$ cat config.mk
export PLATFORM = sky130hd
export DESIGN_NAME = rx_buffer_ctrl
export DESIGN_NICKNAME = d
export VERILOG_FILES = /design/src/rtl/rx_buffer_ctrl.sv
export SDC_FILE = /design/constraint.sdc
export NUM_CORES = 1
export LEC_CHECK = 0
export BUFFER_PORTS_ARGS = -buffer_cell sky130_fd_sc_hd__buf_2
export CAP_MARGIN = 25
export CORE_AREA = 2 2 115 117
export CTS_CLUSTER_DIAMETER = 80
export DETAILED_ROUTE_END_ITERATION = 8
export DIE_AREA = 0 0 117 119
export PLACE_DENSITY = 0.64
export SLEW_MARGIN = 10
export SYNTH_ARGS = -nofsm -noshare
export SYNTH_HDL_FRONTEND = slang
export SYNTH_SLANG_ARGS = --single-unit
export TNS_END_PERCENT = 30
$ cat constraint.sdc
create_clock -name clk -period 5.7 [get_ports clk]
set_input_delay 1.71 -clock clk [delete_from_list [all_inputs] [get_ports clk]]
set_output_delay 1.71 -clock clk [all_outputs]
set_load 0.005 [all_outputs]
$ cat src/rtl/rx_buffer_ctrl.sv
// rx_buffer_ctrl: sequences the receive-message block RAM.
// Deframed words are written from address 0. When the frame ends, the
// buffer is locked and handed to the downstream reader until it
// acknowledges. The writer and the reader are active in disjoint states,
// so they share the single RAM address port without contention.
// Optional feature macro: RX_CHECKSUM_EN. When it is defined, the eof word
// must equal the XOR of the preceding frame words, and it is not counted
// in msg_len.
module rx_buffer_ctrl #(
  parameter int LOGSIZE = 10,
  parameter int WIDTH   = 64
) (
  input  logic               clk,
  input  logic               reset,
  input  logic               rx_valid,
  input  logic               rx_sof,
  input  logic               rx_eof,
  input  logic [WIDTH-1:0]   rx_data,
  output logic               rx_ready,
  output logic               ram_we,
  output logic [LOGSIZE-1:0] ram_addr,
  output logic [WIDTH-1:0]   ram_din,
  input  logic [WIDTH-1:0]   ram_dout,
  output logic               msg_ready,
  output logic [LOGSIZE:0]   msg_len,
  input  logic               rd_req,
  input  logic [LOGSIZE-1:0] rd_addr,
  output logic               rd_valid,
  output logic [WIDTH-1:0]   rd_data,
  input  logic               msg_ack,
  output logic               overflow,
  output logic               chk_err
);

  localparam logic [1:0] ST_IDLE  = 2'd0;
  localparam logic [1:0] ST_RECV  = 2'd1;
  localparam logic [1:0] ST_DROP  = 2'd2;
  localparam logic [1:0] ST_READY = 2'd3;

  localparam logic [LOGSIZE:0] PTR_ZERO = {(LOGSIZE+1){1'b0}};
  localparam logic [LOGSIZE:0] PTR_ONE  = {{LOGSIZE{1'b0}}, 1'b1};

  logic [1:0]         state_q,    state_d;
  logic [LOGSIZE:0]   wr_ptr_q,   wr_ptr_d;
  logic [LOGSIZE:0]   msg_len_q,  msg_len_d;
  logic               overflow_q, overflow_d;
  logic               chk_err_q,  chk_err_d;
  logic               rd_valid_q, rd_valid_d;
  logic               rd_hit_q,   rd_hit_d;
  logic               accept_s;
  logic               ram_we_s;

`ifdef RX_CHECKSUM_EN
  logic [WIDTH-1:0]   xor_q, xor_d;

  // The eof word is valid when it equals the running XOR of the earlier words.
  function automatic logic chk_match(input logic [WIDTH-1:0] acc,
                                     input logic [WIDTH-1:0] word);
    return (acc == word);
  endfunction
`endif

  // The writer may take a word in every state except while a message is held.
  assign rx_ready = (state_q != ST_READY);
  assign accept_s = rx_valid & rx_ready;

  // A sof word always lands at address 0, whatever the write pointer holds.
  assign ram_addr = (state_q == ST_READY)   ? rd_addr :
                    (accept_s && rx_sof)    ? {LOGSIZE{1'b0}} :
                                              wr_ptr_q[LOGSIZE-1:0];
  assign ram_din  = rx_data;
  assign ram_we   = ram_we_s;

  assign msg_ready = (state_q == ST_READY);
  assign msg_len   = msg_len_q;
  assign overflow  = overflow_q;
  assign chk_err   = chk_err_q;
  assign rd_valid  = rd_valid_q;
  // RAM data arrives one cycle after the address, aligned with rd_valid.
  assign rd_data   = (rd_valid_q && rd_hit_q) ? ram_dout : {WIDTH{1'b0}};

  // Frame sequencing: write decisions, pointer, length and error flags.
  always_comb begin
    state_d    = state_q;
    wr_ptr_d   = wr_ptr_q;
    msg_len_d  = msg_len_q;
    overflow_d = overflow_q;
    chk_err_d  = 1'b0;
    ram_we_s   = 1'b0;
`ifdef RX_CHECKSUM_EN
    xor_d      = xor_q;
`endif
    if (accept_s && rx_sof) begin
      // A sof starts a fresh frame from any writer state.
      ram_we_s   = 1'b1;
      wr_ptr_d   = PTR_ONE;
      overflow_d = 1'b0;
      if (rx_eof) begin
`ifdef RX_CHECKSUM_EN
        // A lone word has no payload to protect, so it is rejected.
        state_d   = ST_IDLE;
        wr_ptr_d  = PTR_ZERO;
        chk_err_d = 1'b1;
`else
        state_d   = ST_READY;
        msg_len_d = PTR_ONE;
`endif
      end else begin
        state_d = ST_RECV;
`ifdef RX_CHECKSUM_EN
        xor_d   = rx_data;
`endif
      end
    end else begin
      case (state_q)
        ST_RECV: begin
          if (accept_s) begin
            if (!wr_ptr_q[LOGSIZE]) begin
              ram_we_s = 1'b1;
              wr_ptr_d = wr_ptr_q + PTR_ONE;
              if (rx_eof) begin
`ifdef RX_CHECKSUM_EN
                if (chk_match(xor_q, rx_data)) begin
                  state_d   = ST_READY;
                  msg_len_d = wr_ptr_q;
                end else begin
                  state_d   = ST_IDLE;
                  wr_ptr_d  = PTR_ZERO;
                  chk_err_d = 1'b1;
                end
`else
                state_d   = ST_READY;
                msg_len_d = wr_ptr_q + PTR_ONE;
`endif
              end else begin
`ifdef RX_CHECKSUM_EN
                xor_d   = xor_q ^ rx_data;
`endif
                state_d = ST_RECV;
              end
            end else begin
              // Buffer full: discard the rest of this frame.
              overflow_d = 1'b1;
              if (rx_eof) begin
                state_d  = ST_IDLE;
                wr_ptr_d = PTR_ZERO;
              end else begin
                state_d  = ST_DROP;
              end
            end
          end else begin
            state_d = ST_RECV;
          end
        end
        ST_DROP: begin
          if (accept_s && rx_eof) begin
            state_d  = ST_IDLE;
            wr_ptr_d = PTR_ZERO;
          end else begin
            state_d  = ST_DROP;
          end
        end
        ST_READY: begin
          if (msg_ack) begin
            state_d  = ST_IDLE;
            wr_ptr_d = PTR_ZERO;
          end else begin
            state_d  = ST_READY;
          end
        end
        ST_IDLE: begin
          state_d = ST_IDLE;
        end
        default: begin
          state_d  = ST_IDLE;
          wr_ptr_d = PTR_ZERO;
        end
      endcase
    end
  end

  // Reader side: a request is served only while the message is held.
  always_comb begin
    if (state_q == ST_READY) begin
      rd_valid_d = rd_req;
      rd_hit_d   = ({1'b0, rd_addr} < msg_len_q);
    end else begin
      rd_valid_d = 1'b0;
      rd_hit_d   = 1'b0;
    end
  end

  // State and bookkeeping registers; reset discards any frame in flight.
  always_ff @(posedge clk or posedge reset) begin
    if (reset) begin
      state_q    <= ST_IDLE;
      wr_ptr_q   <= PTR_ZERO;
      msg_len_q  <= PTR_ZERO;
      overflow_q <= 1'b0;
      chk_err_q  <= 1'b0;
      rd_valid_q <= 1'b0;
      rd_hit_q   <= 1'b0;
`ifdef RX_CHECKSUM_EN
      xor_q      <= {WIDTH{1'b0}};
`endif
    end else begin
      state_q    <= state_d;
      wr_ptr_q   <= wr_ptr_d;
      msg_len_q  <= msg_len_d;
      overflow_q <= overflow_d;
      chk_err_q  <= chk_err_d;
      rd_valid_q <= rd_valid_d;
      rd_hit_q   <= rd_hit_d;
`ifdef RX_CHECKSUM_EN
      xor_q      <= xor_d;
`endif
    end
  end

endmodule

==> impl_metrics.py <==
metrics = {
    "setup_path": {
        "path_class": "primary input to output pin",
        "crit_top_cell": "buf_2",
        "end_kind": "output pin",
        "path_cells": "buf_2 -> nand3b_1 -> nand2_1 -> o21ai_0 -> buf_2",
        "cpPeakStageDelay_ps": 480,
        "cp-start-kind": "primary input",
        "cp.arrival_ps": 2830,
        "slowest_stage": "nand3b_1",
        "required_ps": 3990,
        "critPathMaxFanout": 18,
        "r2r_slack_ps": 2600,
    },
    "global_route": {
        "antenna_found_initial": 3,
        "track_usage": 0.185,
        "grt_max_degree": 45,
        "grt_pass1_vias": 2709,
        "overflow": 0,
        "grt_pass1_wl_mm": 18.5,
    },
    "synth": {
        "synth.most_common_cell": "and3_1",
        "synthDistinctLibCells": 42,
        "async_flop_share": 1.00,
        "synth_area_leaders": "dfrtp_1 (24%), buf_4 (17%), and3_1 (15%)",
        "synth_largest_area_cell": "dfrtp_1",
        "synth_top_flop_cell": "dfrtp_1",
        "syn_avg_cell_area_um2": 7.66,
        "syn_area_um2": 2840,
        "synthesis.nets": 531,
        "synthTopCellsByCount": "and3_1 (67), buf_4 (66), nand2_1 (33), dfrtp_1 (27), o21ai_0 (27)",
        "ys_ff_latch": 27,
        "synthCells": 370,
        "synth_enable_flop_cells": 0,
        "synth_top_area_frac": 0.238,
        "synth_warnings": 0,
        "ys_seq_area_frac": 0.238,
    },
    "cts": {
        "cts_buffers": 3,
        "cts_sinks": 27,
        "root_buffer": "clkbuf_16",
        "ctsHtreeMaxLevel": 1,
        "clk_transition_reported_paths_ps": 60,
        "cts_setup_buffers": 0,
        "ctsResizeCount": 0,
        "clk_path_buf_depth": 2,
        "cts_tree": "yes",
        "hold_buffers": 0,
        "clk_latency_ps": 260,
    },
    "pwr": {
        "p_per_area_nw_per_um2": 263,
        "ir_drop_mv": 0.181,
        "p_leak_nw": 2.06,
    },
    "routing": {
        "post_drt_wl_per_cell_um": 21.7,
        "first_pass_iters": 4,
        "drc": 0,
        "vias": 2962,
        "drt-total-wl_mm": 13.7,
        "ant_nets": 0,
        "vias_per_cell": 4.68,
        "drt_iter0_drc": 233,
    },
    "place": {
        "routabilityCongestion": 0.965,
        "dpl.hpwl_mm": 11.9,
        "numPortBuffers": 170,
        "dpl_cell_area_um2": 3370,
    },
    "sta": {
        "finClkSkew_ps": 6.43,
        "hold_viol": 0,
        "slew_headroom": 0.378,
        "rsz0062_at_grt": "false",
        "finalSetupViolCount": 0,
        "worstMarginPinSlew_ps": 933,
        "fmax_mhz": 220,
        "min_period_over_period": 0.797,
        "finalCriticalPeriod_ps": 4540,
        "slew_viol_final": 0,
        "setup_tns_ps": 0,
    },
    "job": {
        "maxCapViolCount": 0,
    },
    "final_layout": {
        "areaGrowthSynthToFinish_pct": 21.9,
        "final_area_um2": 3460,
        "seqCellArea_um2": 676,
        "n_fill_cell": 1419,
        "drive_above_1_share": 0.400,
        "diodes": 0,
        "multi_input_area_um2": 1490,
        "nets": 619,
    },
    "die": {
        "die_area_um2": 13900,
        "die_h_um": 119,
        "start_util": 0.220,
        "coreArea_um2": 12900,
        "pin_count": 300,
        "fp-row-count": 42,
        "die_x_um": 117,
    },
    "hold_path": {
        "min_path_type": "flop to flop",
    },
    "run_status": {
        "status": "finished, final reports clean",
    },
}
[cell families (layout without fill, tap and decap cells)]
group | count (synthesis) | in the layout | synth area share
AO/OA/AOI/OAI | 65 | 65 | 0.154
XOR/XNOR | 8 | 8 | 0.0247
buffers and inverters | 110 | 197 | 0.235
other | 1 | 1 | 0.00132
AND/OR/NAND/NOR | 142 | 142 | 0.272
flip-flops | 27 | 27 | 0.238
multiplexers | 1 | 1 | 0.00397
adder cells (fa/ha/maj) | 16 | 16 | 0.0706
[layer usage]
metal / vias up / part of all wire / global-route usage
met3: 6 / 0.15 / 0.106
met4: 0 / 0.0026 / 0.0132
li1: 1384 / - / -
met5: - / 0 / 0
met1: 1370 / 0.43 / 0.250
met2: 202 / 0.42 / 0.269
[cells in the final DEF (no fill, tap or decap), drive strengths merged, types with 7 or more instances in the layout]
cell | synthesis | final
buf | 68 | 175
dfrtp | 27 | 27
nor2 | 12 | 12
o2bb2ai | 7 | 7
and3 | 67 | 67
inv | 18 | 18
nand2 | 33 | 33
ha | 16 | 16
o21ai | 27 | 27
[report_power, final]
group          switching (mW)  internal [mW]  leakage [nW]
Combinational           0.301          0.182          1.66
Clock                  0.0665         0.0954        0.0371
Sequential             0.0426          0.223         0.364
Total                   0.410          0.500          2.06
[cell type report]
| cell class | instances | share of cell area |
|---|---|---|
| multi-input combinational | 233 | 0.432 |
| timing repair buffer | 175 | 0.265 |
| sequential | 27 | 0.196 |
| tap | 176 | 0.0637 |
| clock buffer | 3 | 0.0217 |
| inverter | 18 | 0.0196 |
| clock inverter | 1 | 0.00217 |
[worst max-delay path, delay by kind of cell]
kind	cells	cell delay, ps
AO/OA/AOI/OAI	1	90
buffers and inverters	2	280
AND/OR/NAND/NOR	2	740
[flip-flops by register name (all words and copies together) (netlist names)]
name,cells
overflow,1
state_q,2
msg_len,11
rd_valid,1
rd_hit_q,1
wr_ptr_q,11
[worst paths after layout]
| path | startpoint | to | cells after the start |
|---|---|---|---|
| max | rx_valid | ram_addr[0] | 5 |
| max in group asynchronous | reset | msg_len[4] | 3 |
| min | msg_len[8] | msg_len[8] | 1 |
| max reg2reg | state_q[0] | wr_ptr_q[6] | 6 |
| min in group asynchronous | reset | rd_valid | 2 |
| min reg2reg | msg_len[8] | msg_len[8] | 1 |
[stage by stage]
| step | cells | worst slack, ps | total power, mW | hold slack (ps) | util |
|---|---|---|---|---|---|
| after global placement | 627 | 1170 | 0.728 | 492 | 0.259 |
| after floorplan | 370 | 1550 | 0.605 | 496 | - |
| after global routing | 633 | 988 | 0.989 | 552 | 0.268 |
| after CTS | 633 | 1150 | 0.911 | 513 | 0.268 |
| after detailed placement | 629 | 1160 | 0.748 | 499 | 0.262 |
| final | 633 | 1160 | 0.910 | 512 | 0.268 |
(Power assumes the default switching activity.)
